$ cat src/rtl/cdc_hs_src_ctrl.sv
// Source side of a 4-phase req/ack CDC handshake: one pending word, tx_data held stable per transfer.
// Word accepted at edge N drives tx_req at edge N+1; in_ready low while the pending slot is full.
module cdc_hs_src_ctrl #(
  parameter int DATA_WIDTH = 66,
  parameter int NUM_STAGES = 2,
  parameter int TO_CYCLES  = 1024,
  parameter int CNT_WIDTH  = 16
) (
  input  logic                  CLK,
  input  logic                  RST,
  input  logic                  in_valid,
  output logic                  in_ready,
  input  logic [DATA_WIDTH-1:0] in_data,
  output logic                  tx_req,
  output logic [DATA_WIDTH-1:0] tx_data,
  input  logic                  ack_async,
  output logic                  busy,
  output logic                  timeout_err,
  input  logic                  clr_err,
  output logic [CNT_WIDTH-1:0]  xfer_cnt
);

  localparam int TW = $clog2(TO_CYCLES);
  localparam logic [TW-1:0] TO_MAX = TW'(TO_CYCLES - 1);

  typedef enum logic [1:0] {IDLE, REQ_HI, REQ_LO} state_t;

  state_t                  state_q, state_d;
  logic [NUM_STAGES-1:0]   ack_chain;
  logic                    ack_sync;
  logic                    pend_valid;
  logic [DATA_WIDTH-1:0]   pend_data;
  logic [TW-1:0]           timer_q;
  logic                    load;
  logic                    done;
  logic                    accept;

  always_ff @(posedge CLK or negedge RST) begin
    if (!RST) begin
      ack_chain <= '0;
    end else begin
      ack_chain <= {ack_chain[NUM_STAGES-2:0], ack_async};
    end
  end

  assign ack_sync = ack_chain[NUM_STAGES-1];
  assign in_ready = !pend_valid;
  assign accept   = in_valid && in_ready;
  assign busy     = (state_q != IDLE) || pend_valid;

  // A stale ack seen in IDLE blocks the next request until the far side has released it.
  always_comb begin
    state_d = state_q;
    load    = 1'b0;
    done    = 1'b0;
    case (state_q)
      IDLE: begin
        if (pend_valid && !ack_sync) begin
          load    = 1'b1;
          state_d = REQ_HI;
        end
      end
      REQ_HI: begin
        if (ack_sync) begin
          state_d = REQ_LO;
        end
      end
      REQ_LO: begin
        if (!ack_sync) begin
          done    = 1'b1;
          state_d = IDLE;
        end
      end
      default: begin
        state_d = IDLE;
      end
    endcase
  end

  always_ff @(posedge CLK or negedge RST) begin
    if (!RST) begin
      state_q    <= IDLE;
      tx_req     <= 1'b0;
      tx_data    <= '0;
      pend_valid <= 1'b0;
      pend_data  <= '0;
      xfer_cnt   <= '0;
    end else begin
      state_q <= state_d;
      tx_req  <= (state_d == REQ_HI);
      if (load) begin
        tx_data <= pend_data;
      end
      // accept and load are exclusive: accept needs an empty slot, load a full one.
      if (accept) begin
        pend_valid <= 1'b1;
        pend_data  <= in_data;
      end else if (load) begin
        pend_valid <= 1'b0;
      end
      if (done) begin
        xfer_cnt <= xfer_cnt + 1'b1;
      end
    end
  end

  // Phase timer restarts on each state change and saturates; the handshake is never aborted.
  always_ff @(posedge CLK or negedge RST) begin
    if (!RST) begin
      timer_q     <= '0;
      timeout_err <= 1'b0;
    end else begin
      if (state_d != state_q) begin
        timer_q <= '0;
      end else if ((state_q != IDLE) && (timer_q != TO_MAX)) begin
        timer_q <= timer_q + 1'b1;
      end
      if ((state_q != IDLE) && (timer_q == TO_MAX)) begin
        timeout_err <= 1'b1;
      end else if (clr_err) begin
        timeout_err <= 1'b0;
      end
    end
  end

endmodule
$ cat config.mk
export PLATFORM = sky130hd
export DESIGN_NAME = cdc_hs_src_ctrl
export DESIGN_NICKNAME = d
export VERILOG_FILES = /design/src/rtl/cdc_hs_src_ctrl.sv
export SDC_FILE = /design/constraint.sdc
export NUM_CORES = 1
export LEC_CHECK = 0
export ABC_CLOCK_PERIOD_IN_PS = 1700
export CAP_MARGIN = 20
export CORE_UTILIZATION = 35
export CTS_CLUSTER_SIZE = 40
export DETAILED_ROUTE_END_ITERATION = 8
export GPL_ROUTABILITY_DRIVEN = 0
export PLACE_DENSITY_LB_ADDON = 0.2
export SLEW_MARGIN = 20
export SYNTH_ARGS = -nofsm -noshare
export SYNTH_HDL_FRONTEND = slang
export SYNTH_SLANG_ARGS = --single-unit
$ cat constraint.sdc
create_clock -name CLK -period 1.7 [get_ports CLK]
set_input_delay 0.34 -clock CLK [delete_from_list [all_inputs] [get_ports CLK]]
set_output_delay 0.34 -clock CLK [all_outputs]
set_load 0.05 [all_outputs]
==> reports/qor.yml, run 1 <==
logic_synthesis:
  ys_seq_elements: 165
  synthFlopType: "dfrtp_1"
  synthesis.nets: 489
  synth_edf_count: 0
  syn_area_um2: 6410
  synthCells: 416
  yosysTopAreaCellShare_pct: 64.4
  yosysMostFrequentCell: "dfrtp_1"
  ys_async_sr_fraction_pct: 100
  synth_commonest_cells: "dfrtp_1 (165), mux2_2 (104), mux2_1 (29)"
  netlist-cell-type-count: 38
  yosys.area.top_type: "dfrtp_1"
  synth_area_leaders: "dfrtp_1 (64%), mux2_2 (18%), mux2_1 (5.1%)"
  yosys_warnings: 0
  syn_avg_cell_area_um2: 15.4
  seq_area_frac_synth_pct: 64.4
routing:
  wl_per_cell_um: 16.4
  num_vias: 4000
  avgViaCountPerCell: 4.75
  drt_wl_total_um: 13800
  route.detailed.drc: 0
  drt-initial-drc-count: 100
  antenna_left: 0
  firstDrtPassIters: 4
timing:
  hold_viol: 0
  rsz0062_at_grt: "yes"
  clock_skew_ns: 0.00730
  finalMaxSlewViolations: 0
  finalSetupViolations: 0
  worst_slew_pin_slew_ns: 0.355
  finalSetupTns_ns: 0
  whs_ns: 0.351
  setup_ws_ns: 0.0332
  fin_crit_sh_pct: 98.0
  fmax_ghz: 0.600
  max_slew_margin_pct: 76.3
  period_needed_ns: 1.67
clock_network:
  cts_max_level: 4
  clk_pin_slew_ns: 0.06
  cts_tree: "built"
  cts_buffers: 17
  clk-insertion-delay-late_ns: 0.41
  cts-root-buf: "clkbuf_16"
  cts.sinks: 165
  clockBufferDepth: 2
finish:
  fin_area_um2: 8940
  layout.nets: 675
  area_delta_synth_final_pct: 39.4
  n_antenna_cell: 0
  final_util_pct: 49.8
  drive_gt1_share_pct: 41.9
worst_setup_path:
  critical_path_class: "reg2out"
  endpoint_kind: "output pin"
  crit_path_start_kind: "flip-flop"
  critPathRequiredTime_ns: 1.36
  arrival_ns: 1.33
  path_max_fanout: 5
placement:
  post-place-ws_ns: -0.107
  numPortBuffers: 156
  hpwl_um: 9420
  place_area_um2: 8210
power_and_ir_drop:
  power_per_cell_area_nw_per_um2: 2110
  ir_drop_mv: 1.00
  p_leak_uw: 0.00391
global_routing:
  grt_pass1_wl_um: 20900
  grt.overflow.total: 0
  grt_pass1_vias: 4136
  antenna_found_initial: 0
  grt_use_total_pct: 14.7
  grt_max_degree: 58
floorplan:
  die_height_um: 137
  core_area_um2: 18000
  dieArea_um2: 18900
  rows: 49
  die_w_um: 137
  ios: 157
  start_util_pct: 35.7
status:
  status: "complete, no violations"
hold_path:
  min_path_type: "reg2reg"
job:
  drv_cap: 0
-- flip-flops by register name, summed over array words and instances (netlist names) --
signal,flops
ack_chain,2
timer_q,10
state_q,2
tx_data,66
tx_req,1
timeout_err,1
pend_valid,1
pend_data,66
xfer_cnt,16
-- worst max-delay path: stages, from the launching register on --
cell     delay, ns
dfrtp_2       0.44
buf_12        0.14
nor2_4        0.12
nand2_2       0.08
buf_12        0.14
-- logic make-up (layout without fill, tap and decap cells) --
logic type | after synthesis | in the layout | synth area share [%]
adder cells (fa/ha/maj) | 2 | 2 | 0.390
AND/OR/NAND/NOR | 56 | 56 | 5.05
buffers and inverters | 21 | 218 | 2.09
flip-flops | 165 | 165 | 64.4
AO/OA/AOI/OAI | 20 | 20 | 2.11
XOR/XNOR | 18 | 18 | 2.46
multiplexers | 134 | 134 | 23.5
-- cell type report --
cell class	count	area, um^2
clock buffer	21	450
sequential	165	4130
clock inverter	9	130
timing repair buffer	185	1750
tap	229	287
inverter	3	11.3
fill	1594	9020
multi-input combinational	230	2180
-- layer usage --
metal | GRT usage, % | share of wire, % | up-vias
met5 | 0 | 0 | -
met4 | 6.41 | 2.1 | 0
met3 | 5.11 | 6.1 | 19
met2 | 23.9 | 49 | 106
met1 | 17.7 | 43 | 2025
li1 | - | - | 1850
-- report_power, final --
part	switching, uW	internal (uW)	leakage (uW)	total [uW]
logic	4970	3480	0.00164	8450
clock network	1470	2330	0.000283	3800
registers	903	5680	0.00199	6580
total	7350	11500	0.00391	18800
-- stage by stage --
stage	cells	power [uW]
2_1_floorplan	416	12100
3_3_place_gp	803	14700
3_5_place_dp	803	14900
4_1_cts	835	18900
5_1_grt	842	19800
6_report	842	18800
-- final timing paths --
kind,startpoint,slack [ns],to,cells after the start
min reg2reg,ack_chain[0],0.35,ack_chain[1],0
max reg2reg,ack_chain[1],0.05,tx_data[19],4
min in group asynchronous,RST,0.39,tx_data[9],2
max,state_q[0],0.03,busy,4
min,ack_chain[0],0.35,ack_chain[1],0
max in group asynchronous,RST,0.68,pend_data[50],3
-- layout by cell type, fill, tap and decap left out, types with 3 or more instances in the layout --
cell | Yosys | layout
clkinv_2 | 0 | 3
bufinv_16 | 0 | 3
nand4_1 | 3 | 3
nand2_1 | 11 | 10
and3_1 | 4 | 3
o21ai_0 | 7 | 7
buf_6 | 4 | 4
buf_12 | 0 | 10
nor2_1 | 8 | 7
xor2_1 | 5 | 5
dfrtp_1 | 165 | 164
xnor2_1 | 13 | 13
clkdlybuf4s50_1 | 0 | 69
or3_1 | 3 | 3
buf_4 | 3 | 98
nand3_1 | 11 | 11
clkbuf_16 | 0 | 19
inv_1 | 3 | 3
nor3_1 | 4 | 4
clkbuf_1 | 0 | 3
mux2_2 | 104 | 103
mux2_1 | 29 | 29
-- timing repair --
action,CTS,global route
cloned,0,3
hold buffers,1,0
pin swaps,2,4
setup endpoints to repair,23,63
endpoints found under the hold margin,29,0
gates resized for setup,5,8
buffers inserted,1,4
No activity file was read; power rests on OpenSTA's default activity.
==> inputs of run 2 (changes only) <==
--- a/config.mk
+++ b/config.mk
@@ -12,6 +12,7 @@
 export DETAILED_ROUTE_END_ITERATION = 8
 export GPL_ROUTABILITY_DRIVEN = 0
 export PLACE_DENSITY_LB_ADDON = 0.2
+export REMOVE_ABC_BUFFERS = 1
 export SLEW_MARGIN = 20
 export SYNTH_ARGS = -nofsm -noshare
 export SYNTH_HDL_FRONTEND = slang
==> run 2 against run 1 <==
Effect of this change: sequential share of layout area is 0.43 points higher; register-to-register slack barely moved; final cell count shrank 0.24%; non-clock buffer count is 3 lower; cell area decreased by 0.85%; critical endpoint unchanged; die area stayed put; global-route usage is 0.29 points higher; setup slack improved by 0.0036 ns; combinational power down 3.6%; critical path depth stayed put; routed wire length is 4.0% lower.
==> reports/qor.yml, run 2 (synthesis gave the netlist of run 1 again) <==
floorplan:
  start_util_pct: 35.7
  ios: 157
  dieArea_um2: 18900
  rows: 49
  die_height_um: 137
  die_w_um: 137
  core_area_um2: 18000
timing:
  rsz0062_at_grt: "yes"
  fin_crit_sh_pct: 97.8
  finalSetupTns_ns: 0
  clock_skew_ns: 0.00858
  finalSetupViolations: 0
  hold_viol: 0
  finalMaxSlewViolations: 0
  period_needed_ns: 1.66
  whs_ns: 0.379
  max_slew_margin_pct: 67.1
  worst_slew_pin_slew_ns: 0.493
  fmax_ghz: 0.601
power_and_ir_drop:
  ir_drop_mv: 1.08
  p_leak_uw: 0.00387
  power_per_cell_area_nw_per_um2: 2100
finish:
  layout.nets: 672
  area_delta_synth_final_pct: 38.2
  final_util_pct: 49.3
  drive_gt1_share_pct: 42.1
  largestRegisters: "pend_data: 66 flops, tx_data: 66 flops, xfer_cnt: 16 flops"
  fillers: 1557
  layout_common_cells: "dfrtp_1 (162), mux2_2 (104), buf_4 (100)"
  layout_commonest_cell: "dfrtp_1"
  n_antenna_cell: 0
routing:
  drt_wl_total_um: 13200
  avgViaCountPerCell: 4.76
  antenna_left: 0
  num_vias: 4001
  firstDrtPassIters: 4
  wl_per_cell_um: 15.8
  drt-initial-drc-count: 146
  route.detailed.drc: 0
worst_setup_path:
  path_max_fanout: 3
  rrSetupSlack_ns: 0.04
  arrival_ns: 1.32
  critical_path_class: "reg2out"
  critPathRequiredTime_ns: 1.36
  ff2ff_path_depth: 3
  endpoint_kind: "output pin"
  r2r_end: "tx_data[56]"
  rr_startpoint: "ack_chain[1]"
  crit_path_start_kind: "flip-flop"
hold_path:
  hold_depth: 1
  hold_start: "ack_async"
  min_path_type: "in2reg"
  min_to: "ack_chain[0]"
status:
  status: "complete, no violations"
placement:
  hpwl_um: 9010
  numPortBuffers: 156
clock_network:
  cts_buffers: 17
  cts_tree: "built"
  clk-insertion-delay-late_ns: 0.41
  cts_max_level: 4
  cts-root-buf: "clkbuf_16"
  clockBufferDepth: 2
  clk_pin_slew_ns: 0.06
  cts.sinks: 165
global_routing:
  grt_use_total_pct: 15.0
  grt_pass1_vias: 4280
  antenna_found_initial: 0
  grt.overflow.total: 0
  grt_max_degree: 50
  grt_pass1_wl_um: 21500
job:
  drv_cap: 0
run 2: cell types whose count changed in the layout (fill, tap and decap cells not counted), moves of 2 or more:
cell and change:
buf_4 +2, clkinv_4 -2, dfrtp_2 +2, dfrtp_1 -2
clkinvlp_4 +2, clkbuf_16 -2, inv_6 +3
run 2: per-stage QoR:
step / setup WS, ns / power [uW] / area (um^2) / std cells
CTS: -0.00472 / 18900 / 8850 / 839
global placement: -0.116 / 14600 / 8200 / 804
finish: 0.0368 / 18600 / 8860 / 840
global route: -0.0334 / 19700 / 8860 / 840
floorplan: -2.23 / 12100 / 6290 / 398
detailed placement: -0.127 / 14800 / 8200 / 804
run 2: final cells by class:
class                           instances  area (um^2)  share of cell area, %
Clock inverter                         11          149                   1.68
Sequential cell                       165         4130                   46.6
Tap cell                              229          287                   3.23
Inverter                                3         11.3                  0.127
Timing Repair Buffer                  182         1670                   18.8
Clock buffer                           20          447                   5.04
Multi-Input combinational cell        230         2170                   24.5
run 2: report_power, final:
group	internal, uW	leakage (uW)	switching, uW	total, uW
combinational	3300	0.00160	4850	8150
sequential	5680	0.00199	934	6620
clock	2350	0.000283	1520	3870
run 2: worst max-delay path, cell delays in order (launching register included):
cell     delay (ns)
dfrtp_2        0.43
buf_6          0.13
nor2_4         0.11
nand2_2        0.08
buf_12         0.16
run 2: worst max-delay path by stage:
stage	startpoint	endpoint	slack, ns	cells after the start
finish	state_q[1]	busy	0.04	4
global route	state_q[1]	busy	-0.03	4
CTS	state_q[1]	busy	-0.005	4
detailed placement	in_valid	pend_data[9]	-0.13	4
global placement	in_valid	pend_data[62]	-0.12	4
floorplan	pend_valid	pend_data[0]	-2.23	2
run 2: timing repair:
item / in CTS / in global routing
cloned: 0 / 0
gates resized for setup: 6 / 3
buffers inserted: 3 / 1
pin swaps: 1 / 0
hold buffers: 1 / 0
hold endpoints to repair: 42 / 0
setup endpoints to repair: 1 / 22
run 2: layer usage:
layer	GRT usage, %	part of all wire [%]	vias up
met3	7.28	8.8	11
met4	4.82	1.0	0
met1	18.0	42	2026
li1	-	-	1849
met5	0	0	-
met2	23.7	48	115
==> inputs of run 3 (changes only) <==
--- a/config.mk
+++ b/config.mk
@@ -5,9 +5,9 @@
 export SDC_FILE = /design/constraint.sdc
 export NUM_CORES = 1
 export LEC_CHECK = 0
-export ABC_CLOCK_PERIOD_IN_PS = 1700
+export ABC_CLOCK_PERIOD_IN_PS = 1830
 export CAP_MARGIN = 20
-export CORE_UTILIZATION = 35
+export CORE_UTILIZATION = 30
 export CTS_CLUSTER_SIZE = 40
 export DETAILED_ROUTE_END_ITERATION = 8
 export GPL_ROUTABILITY_DRIVEN = 0
==> constraint.sdc (replaced) <==
create_clock -name CLK -period 1.83 [get_ports CLK]
set_input_delay 0.366 -clock CLK [delete_from_list [all_inputs] [get_ports CLK]]
set_output_delay 0.366 -clock CLK [all_outputs]
set_load 0.05 [all_outputs]
==> run 3 against run 2 <==
Effect of this change: clock skew shrank 0.0015 ns; clock power shrank 4%; sequential share of layout area decreased by 0.20 points; routed wire length up 2.5%; critical path depth did not move; highest routed layer unchanged; flip-flop and latch count stayed put; clock-buffer cell count is 1 higher; worst hold slack lost 0.020 ns; sequential power shrank 7.7%; setup slack gained 0.065 ns; core utilization is 7.0 points lower.
==> reports/qor.yml, run 3 (synthesis gave the netlist of run 1 again) <==
worst_setup_path:
  arrival_ns: 1.36
  endpoint_kind: "output pin"
  critPathRequiredTime_ns: 1.46
  path_max_fanout: 9
  crit_path_start_kind: "flip-flop"
  startpoint: "state_q[0]"
  critical_path_class: "reg2out"
  rr_startpoint: "state_q[1]"
timing:
  setup_ws_ns: 0.102
  finalMaxSlewViolations: 0
  clock_skew_ns: 0.00712
  finalSetupTns_ns: 0
  period_needed_ns: 1.73
  worst_slew_pin_slew_ns: 0.454
  fin_crit_sh_pct: 94.4
  finalSetupViolations: 0
  hold_viol: 0
  fmax_ghz: 0.579
  max_slew_margin_pct: 69.8
  rsz0062_at_grt: "no"
floorplan:
  die_w_um: 148
  ios: 157
  die_height_um: 148
  core_area_um2: 21000
  start_util_pct: 30.5
  rows: 53
  dieArea_um2: 22000
finish:
  fin_area_um2: 8890
  area_delta_synth_final_pct: 38.7
  final_util_pct: 42.3
  layout.nets: 669
  drive_gt1_share_pct: 41.2
  n_antenna_cell: 0
  largestRegisters: "pend_data: 66 flops, tx_data: 66 flops, xfer_cnt: 16 flops"
  layout_commonest_cell: "dfrtp_1"
  layout_common_cells: "dfrtp_1 (165), mux2_2 (104), buf_4 (99)"
hold_path:
  hold_start: "ack_chain[0]"
  min_path_type: "reg2reg"
clock_network:
  clockBufferDepth: 2
  cts.sinks: 165
  cts_buffers: 17
  cts_tree: "built"
  clk-insertion-delay-late_ns: 0.42
  cts_max_level: 4
  cts-root-buf: "clkbuf_16"
  clk_pin_slew_ns: 0.06
routing:
  avgViaCountPerCell: 4.50
  firstDrtPassIters: 4
  wl_per_cell_um: 15.3
  num_vias: 3979
  drt_wl_total_um: 13600
  antenna_left: 0
  route.detailed.drc: 0
  drt-initial-drc-count: 87
placement:
  hpwl_um: 9340
  post-place-ws_ns: -0.0119
  place_area_um2: 8250
  numPortBuffers: 156
power_and_ir_drop:
  power.total_uw: 17400
  ir_drop_mv: 0.935
  p_leak_uw: 0.00387
  power_per_cell_area_nw_per_um2: 1960
global_routing:
  antenna_found_initial: 0
  grt_pass1_wl_um: 22600
  grt_pass1_vias: 4315
  grt_use_total_pct: 13.3
  grt_max_degree: 43
  grt.overflow.total: 0
job:
  drv_cap: 0
status:
  status: "complete, no violations"
==> run 3: cell types whose count changed in the layout (fill, tap and decap cells not counted), moves of 2 or more <==
cell,previous run,this run
dfrtp_1,162,165
clkinvlp_4,3,1
clkinv_4,0,2
dfrtp_2,3,0
clkbuf_8,1,3
==> run 3: per-layer routing <==
metal  GRT usage [%]  part of all wire (%)
met4            5.10                   1.4
met2            20.6                    47
met5               0                     0
met3            5.58                   8.4
met1            16.4                    43
==> run 3: through the flow <==
stage	std cells	hold WS [ns]
floorplan	398	0.0704
global placement	850	0.326
detailed placement	850	0.334
CTS	883	0.366
global route	884	0.385
finish	884	0.360
==> run 3: layout make-up <==
type / instances / area [um^2]
clock inverter: 11 / 148
sequential: 165 / 4130
clock buffer: 21 / 470
timing repair buffer: 179 / 1630
inverter: 3 / 11.3
fill: 1923 / 12100
multi-input combinational: 230 / 2160
tap: 275 / 344
==> run 3: power breakdown <==
group          total, uW  switching, uW  internal, uW  leakage (uW)
logic               7570           4530          3040       0.00157
clock network       3730           1460          2260      0.000304
registers           6110            837          5270       0.00199
==> run 3: timing repair <==
item | CTS | global route
resized for setup | 2 | 1
hold endpoints to repair | 34 | 0
pin swaps | 0 | 1
hold buffers | 1 | 0
buffers inserted | 0 | 1
endpoints found under the setup margin | 1 | 1
==> run 3: final timing paths <==
kind | endpoint | slack [ns] | cells after the start
min | ack_chain[1] | 0.36 | 0
min in group asynchronous | ack_chain[0] | 0.44 | 2
max in group asynchronous | tx_data[24] | 0.80 | 3
min reg2reg | ack_chain[1] | 0.36 | 0
max | busy | 0.10 | 4
max reg2reg | tx_data[60] | 0.13 | 4
==> run 3: critical path, stage by stage, from the launching register on <==
cell	delay (ns)
dfrtp_1	0.41
buf_6	0.16
nor2_4	0.12
nand2_1	0.10
buf_12	0.16
